<file path="config.mk">
export PLATFORM = sky130hd
export DESIGN_NAME = vram_arbiter
export DESIGN_NICKNAME = d
export VERILOG_FILES = /design/src/rtl/vram_arbiter.sv
export SDC_FILE = /design/constraint.sdc
export NUM_CORES = 1
export LEC_CHECK = 0
export ABC_AREA = 1
export ABC_CLOCK_PERIOD_IN_PS = 1270
export CORE_MARGIN = 1.5
export CORE_UTILIZATION = 39
export CTS_CLUSTER_SIZE = 14
export DETAILED_ROUTE_END_ITERATION = 16
export PLACE_DENSITY = 0.75
export SYNTH_ARGS = -nofsm -noshare
export SYNTH_HDL_FRONTEND = slang
export SYNTH_SLANG_ARGS = --single-unit
</file>
<file path="constraint.sdc">
create_clock -name clk -period 1.27 [get_ports clk]
set_input_delay 0.254 -clock clk [delete_from_list [all_inputs] [get_ports clk]]
set_output_delay 0.254 -clock clk [all_outputs]
set_load 0.005 [all_outputs]
</file>
<file path="src/rtl/vram_arbiter.sv">
// rtl/vram_arbiter.sv - time-division arbiter sharing one single-port RAM between video fetch and CPU
module vram_arbiter #(
  parameter int ADDR_W   = 16,
  parameter int DATA_W   = 8,
  parameter int SLOT_CNT = 4
) (
  input  logic              clk,
  input  logic              reset,
  input  logic              sync,
  input  logic              vid_req,
  input  logic [ADDR_W-1:0] vid_addr,
  output logic [DATA_W-1:0] vid_data,
  output logic              vid_valid,
  output logic              vid_miss,
  input  logic              cpu_req,
  input  logic              cpu_we,
  input  logic [ADDR_W-1:0] cpu_addr,
  input  logic [DATA_W-1:0] cpu_wdata,
  output logic [DATA_W-1:0] cpu_rdata,
  output logic              cpu_ack,
  output logic              mem_en,
  output logic              mem_we,
  output logic [ADDR_W-1:0] mem_addr,
  output logic [DATA_W-1:0] mem_wdata,
  input  logic [DATA_W-1:0] mem_rdata
);

  localparam int SW = $clog2(SLOT_CNT);
  localparam logic [SW-1:0] CPU_SLOT = SW'(SLOT_CNT - 1);

  typedef enum logic [1:0] {OWN_IDLE, OWN_VID, OWN_CPU} owner_e;

  logic [SW-1:0] slot;
  logic          cpu_busy;
  logic          cpu_ok;
  logic          wr2;
  owner_e        owner, own1, own2;

  // Reserved slot favours the CPU; every other slot favours video.
  always_comb begin
    cpu_ok = cpu_req && !cpu_busy;
    owner  = OWN_IDLE;
    if (slot == CPU_SLOT) begin
      if (cpu_ok)       owner = OWN_CPU;
      else if (vid_req) owner = OWN_VID;
    end else begin
      if (vid_req)      owner = OWN_VID;
      else if (cpu_ok)  owner = OWN_CPU;
    end
  end

  always_ff @(posedge clk or negedge reset) begin
    if (!reset) begin
      slot      <= '0;
      cpu_busy  <= 1'b0;
      own1      <= OWN_IDLE;
      own2      <= OWN_IDLE;
      wr2       <= 1'b0;
      mem_en    <= 1'b0;
      mem_we    <= 1'b0;
      mem_addr  <= '0;
      mem_wdata <= '0;
      vid_data  <= '0;
      vid_valid <= 1'b0;
      vid_miss  <= 1'b0;
      cpu_rdata <= '0;
      cpu_ack   <= 1'b0;
    end else begin
      if (sync || slot == CPU_SLOT) slot <= '0;
      else                          slot <= slot + SW'(1);

      mem_en    <= (owner != OWN_IDLE);
      mem_we    <= (owner == OWN_CPU) && cpu_we;
      mem_addr  <= (owner == OWN_CPU) ? cpu_addr : vid_addr;
      mem_wdata <= cpu_wdata;
      vid_miss  <= vid_req && (owner != OWN_VID);

      own1 <= owner;
      own2 <= own1;
      wr2  <= mem_we;

      // RAM data for the access issued two edges ago is on mem_rdata now.
      vid_valid <= (own2 == OWN_VID);
      cpu_ack   <= (own2 == OWN_CPU);
      if (own2 == OWN_VID) vid_data <= mem_rdata;
      if (own2 == OWN_CPU && !wr2) cpu_rdata <= mem_rdata;

      if (owner == OWN_CPU)     cpu_busy <= 1'b1;
      else if (own2 == OWN_CPU) cpu_busy <= 1'b0;
    end
  end

endmodule
</file>
# Word level (Yosys, flattened, before mapping)
# Index checks and enable logic that the tools add are counted.
dict set report word_totals {
  ff_bits 53
  input_bits 54
  out_inout_bits 45
  elab_cells 38
}
dict set report classes {
  addsub 1
  n_eq_ne 5
  mux 9
  n_reduce_logical 9
}
# op count
set ops {}
lappend ops {{two-way mux 16 bit} 1}
lappend ops {{two-way mux 2 bit} 5}
lappend ops {{== test 2 bit (second input constant)} 3}
lappend ops {{logical AND 1 bit} 4}
lappend ops {{nonzero test 2 bit} 2}
lappend ops {{two-way mux 1 bit} 3}
lappend ops {{adder 2 x 1 -> 2 bit (second input constant)} 1}
lappend ops {{== test 2 x 1 -> 1 bit (second input constant)} 1}
lappend ops {{logical NOT 1 bit} 2}
lappend ops {{inequality test 2 x 1 -> 1 bit (second input constant)} 1}
lappend ops {{logical OR 1 bit} 1}

# Longest topological paths before layout
dict set report logic_depth {
  ltp_word 7
  depth_mapped 7
  depth_no_buf 6
}

# Worst setup path after synthesis
# Ideal clock, no wire load.
dict set report synth_timing {
  path_type {flip-flop to flip-flop}
  from {register slot[0]}
  to {register cpu_busy}
  setup_time_ps 122
  arrival_ps 1019
  required_ps 1148
  path_slack_ps 129
  stages_incl_launch_ff 7
  path_buffers 1
  synth_period_minus_slack_ps 1141
  path_cell_list {dfrtp_1 ha_1 inv_2 nand2_4 nand2_4 buf_6 o21ai_1}
}
dict set report synth_between {
  elab_chain_len 4
  elab_cells_between_ends 5
  cone_classes {2 x eq/ne; 2 x mux; 1 x reduce/logical}
}
# element line_no
set synth_lines {}
lappend synth_lines {{start, declared} 33} ;# logic [SW-1:0] slot;
lappend synth_lines {{start signal, assigned} 70} ;# else slot <= slot + SW'(1);
lappend synth_lines {{== test 2 bit (*)} 43} ;# if (slot == CPU_SLOT) begin
lappend synth_lines {{two-way mux 2 bit (*)} 43}
lappend synth_lines {{== test 2 bit (*)} 88} ;# if (owner == OWN_CPU) cpu_busy <= 1'b1;
lappend synth_lines {{two-way mux 1 bit or nonzero test 2 bit (tied branches)} --}
lappend synth_lines {{end signal, assigned} 55} ;# cpu_busy <= 1'b0;
lappend synth_lines {{end signal, assigned} 88}
lappend synth_lines {{end signal, assigned} 89} ;# else if (own2 == OWN_CPU) cpu_busy <= 1'b0;
lappend synth_lines {{end, declared} 34} ;# logic cpu_busy;
# Mark *: on every way between the ends. The rest lies on a longest branch, timed or not.
# A chain may end at the register's enable or synchronous reset.

# Final worst setup path
dict set report layout_timing {
  from {register vid_data[1]}
  to {output port vid_data[1]}
}
# element line_no
set layout_rtl {}
lappend layout_rtl {{start, declared} 12} ;# output logic [DATA_W-1:0] vid_data,
lappend layout_rtl {{start signal, assigned} 85} ;# if (own2 == OWN_VID) vid_data <= mem_rdata;
# No word-level cell between the ends.

==> flow_summary.ini <==
[critical_path]
crit_type = flop to primary output
reg2regPathDepth = 6
critPathTopFamily = flip-flops
worstSetupPathDepth = 1
crit_path_start_kind = flop
cp_num_buf_inv = 1
crit_start = vid_data[1]$_DFFE_PN0P_
critPathMaxStageDelay_ns = 0.41
crit_path_end_kind = primary output
crit_path_top_delay_cell = dfrtp_1
regToRegSetupSlack_ns = 0.14
arrival_ns = 0.97
cp_max_fo = 2
crit_required_ns = 1.02
cp_cell_sequence = dlygate4sd2_1
reg2reg_from = slot[0]$_DFF_PN0_
crit_end = vid_data[1]
r2r_end = mem_addr[15]$_DFF_PN0_

[die]
core.rowCount = 25
coreArea_um2 = 4690
die_area_um2 = 5290
die_x_um = 72.7
die_h_um = 72.7
start_util_pct = 40.4
io_pins = 99

[sta]
setup_viol = 0
period_share_pct = 96.5
slew_violations = 0
finClkSkew_ns = 0.00971
setup_ws_ns = 0.0450
slew_headroom_pct = 73.9
worstMarginPinSlew_ns = 0.391
fin_crit_ns = 1.23
hold_viol = 0
fmax_mhz = 816
fin_hold_ws_ns = 0.366
rsz0062_at_grt = false

[clock_tree]
clk_pin_slew_ns = 0.09
cts_buffer_depth = 2
clock_sinks = 53
root_buffer = clkbuf_8
cts_buffers = 5
clk_latency_ns = 0.29
tritoncts = done
htree_levels = 2

[final_layout]
layout.nets = 350
final_area_um2 = 3120
num-fill-cells = 380
mostFrequentLayoutCell = nand2_1
areaGrowthSynthToFinish_pct = 64.3
final_cells = 350
mostFrequentLayoutCells = nand2_1 (76), dfrtp_1 (53), clkdlybuf4s50_1 (52)
post-route-util_pct = 66.4
antennaDiodeCount = 0
layout-drive-gt1-share_pct = 10.1

[global_routing]
grt.overflow.total = 0
grt_pass1_wl_um = 7140
antenna_found_initial = 0
grt_usage_pct = 17.7
grt_max_degree = 19
first_global_vias = 1566

[routing]
wl_per_cell_um = 12.4
via_count = 1604
wl_um = 4330
postRouteAntennaNets = 0
viasPerCell = 4.58
drc = 0
drt-initial-drc-count = 58
first_pass_iters = 4

[placed_design]
placedInstanceArea_um2 = 3030
portBuffers = 98
placed_cells = 336
place.gp.congestion = 0.797
dp_slack_ns = -0.0894
dp_hpwl_um = 3270

[job]
cap_violations = 0

[synthesis]
synthCells = 179
syn_nets = 234
yosys_warnings = 0
syn_area_per_cell_um2 = 10.6
syn_area_um2 = 1900
synth.yosys.seq_area_share_pct = 69.9
synth_cell_types = 18
ys_ff_latch = 53

[worst_hold_path]
hp-class = flop to flop

[pwr]
ir_drop_v = 0.000452
p_leak_nw = 1.53
power_density_nw_per_um2 = 1000

[outcome]
status = finished clean
[cells in the mapped netlist]
library cell  number  share of area [%]
o21ai_1            1               0.26
nor2_8             1                1.1
buf_2              1               0.26
nor2_1             4               0.79
nor3b_1            1               0.40
nor2_2             1               0.33
nand2_4            2                1.2
nor3_1             1               0.26
ha_1               1               0.66
buf_4              2               0.79
buf_6              1               0.59
clkinv_1           2               0.40
inv_2              2               0.40
nand3_1           24                6.3
dfrtp_1           53                 70
inv_1              5               0.99
nand2_2            1               0.33
nand2_1           76                 15
[power by group]
group	total [mW]	internal, mW	switching, mW
sequential	1.79	1.76	0.0274
combinational	0.433	0.270	0.163
clock	0.905	0.389	0.516
total	3.13	2.42	0.707
[through the flow]
| stage | power [mW] | setup TNS [ns] |
|---|---|---|
| floorplan | 1.91 | 0 |
| global placement | 2.29 | -0.913 |
| detailed placement | 2.30 | -1.22 |
| finish | 3.13 | 0 |
| CTS | 3.18 | 0 |
| global route | 3.29 | 0 |
[repair_timing]
item	in CTS	in global routing
cloned	0	0
hold buffers	1	0
hold endpoints to repair	12	0
setup buffers	5	0
resized for setup	45	2
endpoints found under the setup margin	45	1
[worst min-delay path by stage]
stage | start | to | slack [ns] | cells past startpoint
2_1_floorplan | reset | cpu_ack$_DFF_PN0_ | -0.04 | 0
3_3_place_gp | reset | cpu_rdata[5]$_DFFE_PN0P_ | 0.19 | 1
3_5_place_dp | reset | vid_data[5]$_DFFE_PN0P_ | 0.20 | 1
4_1_cts | own1[0]$_DFF_PN0_ | own2[0]$_DFF_PN0_ | 0.36 | 0
5_1_grt | own1[0]$_DFF_PN0_ | own2[0]$_DFF_PN0_ | 0.37 | 0
6_report | own1[0]$_DFF_PN0_ | own2[0]$_DFF_PN0_ | 0.37 | 0
[area by class of cell]
class                      count  area, um2  share of cell area, %
sequential                    53       1330                   42.6
tap                           54       67.6                   2.17
clock inverter                 2       15.0                  0.482
timing repair buffer         113       1080                   34.8
multi-input combinational    113        517                   16.6
clock buffer                   6       72.6                   2.33
inverter                       9       33.8                   1.08
[layer usage]
layer  wire, um  global-route usage [%]
met1       1770                    21.0
met2       2190                    30.9
met3        352                    5.25
met4         19                    5.66
met5          0                       0
[cells by family (layout without fill, tap and decap cells)]
logic type      after synthesis  in the layout  share of synthesized area [%]
compound gates                1              1                          0.264
buf+inv                      13            130                           3.43
flops                        53             53                           69.9
simple gates                111            111                           25.7
fa+ha+maj                     1              1                          0.660
[registers in the layout, summed over array words and instances, names as in the netlist]
register	cells
mem_addr	16
cpu_rdata	8
mem_wdata	8
vid_data	8
own1	2
own2	2
slot	2
cpu_ack	1
cpu_busy	1
mem_en	1
mem_we	1
vid_miss	1
vid_valid	1
wr2	1
Note: power is estimated with default switching activity, not from simulation.
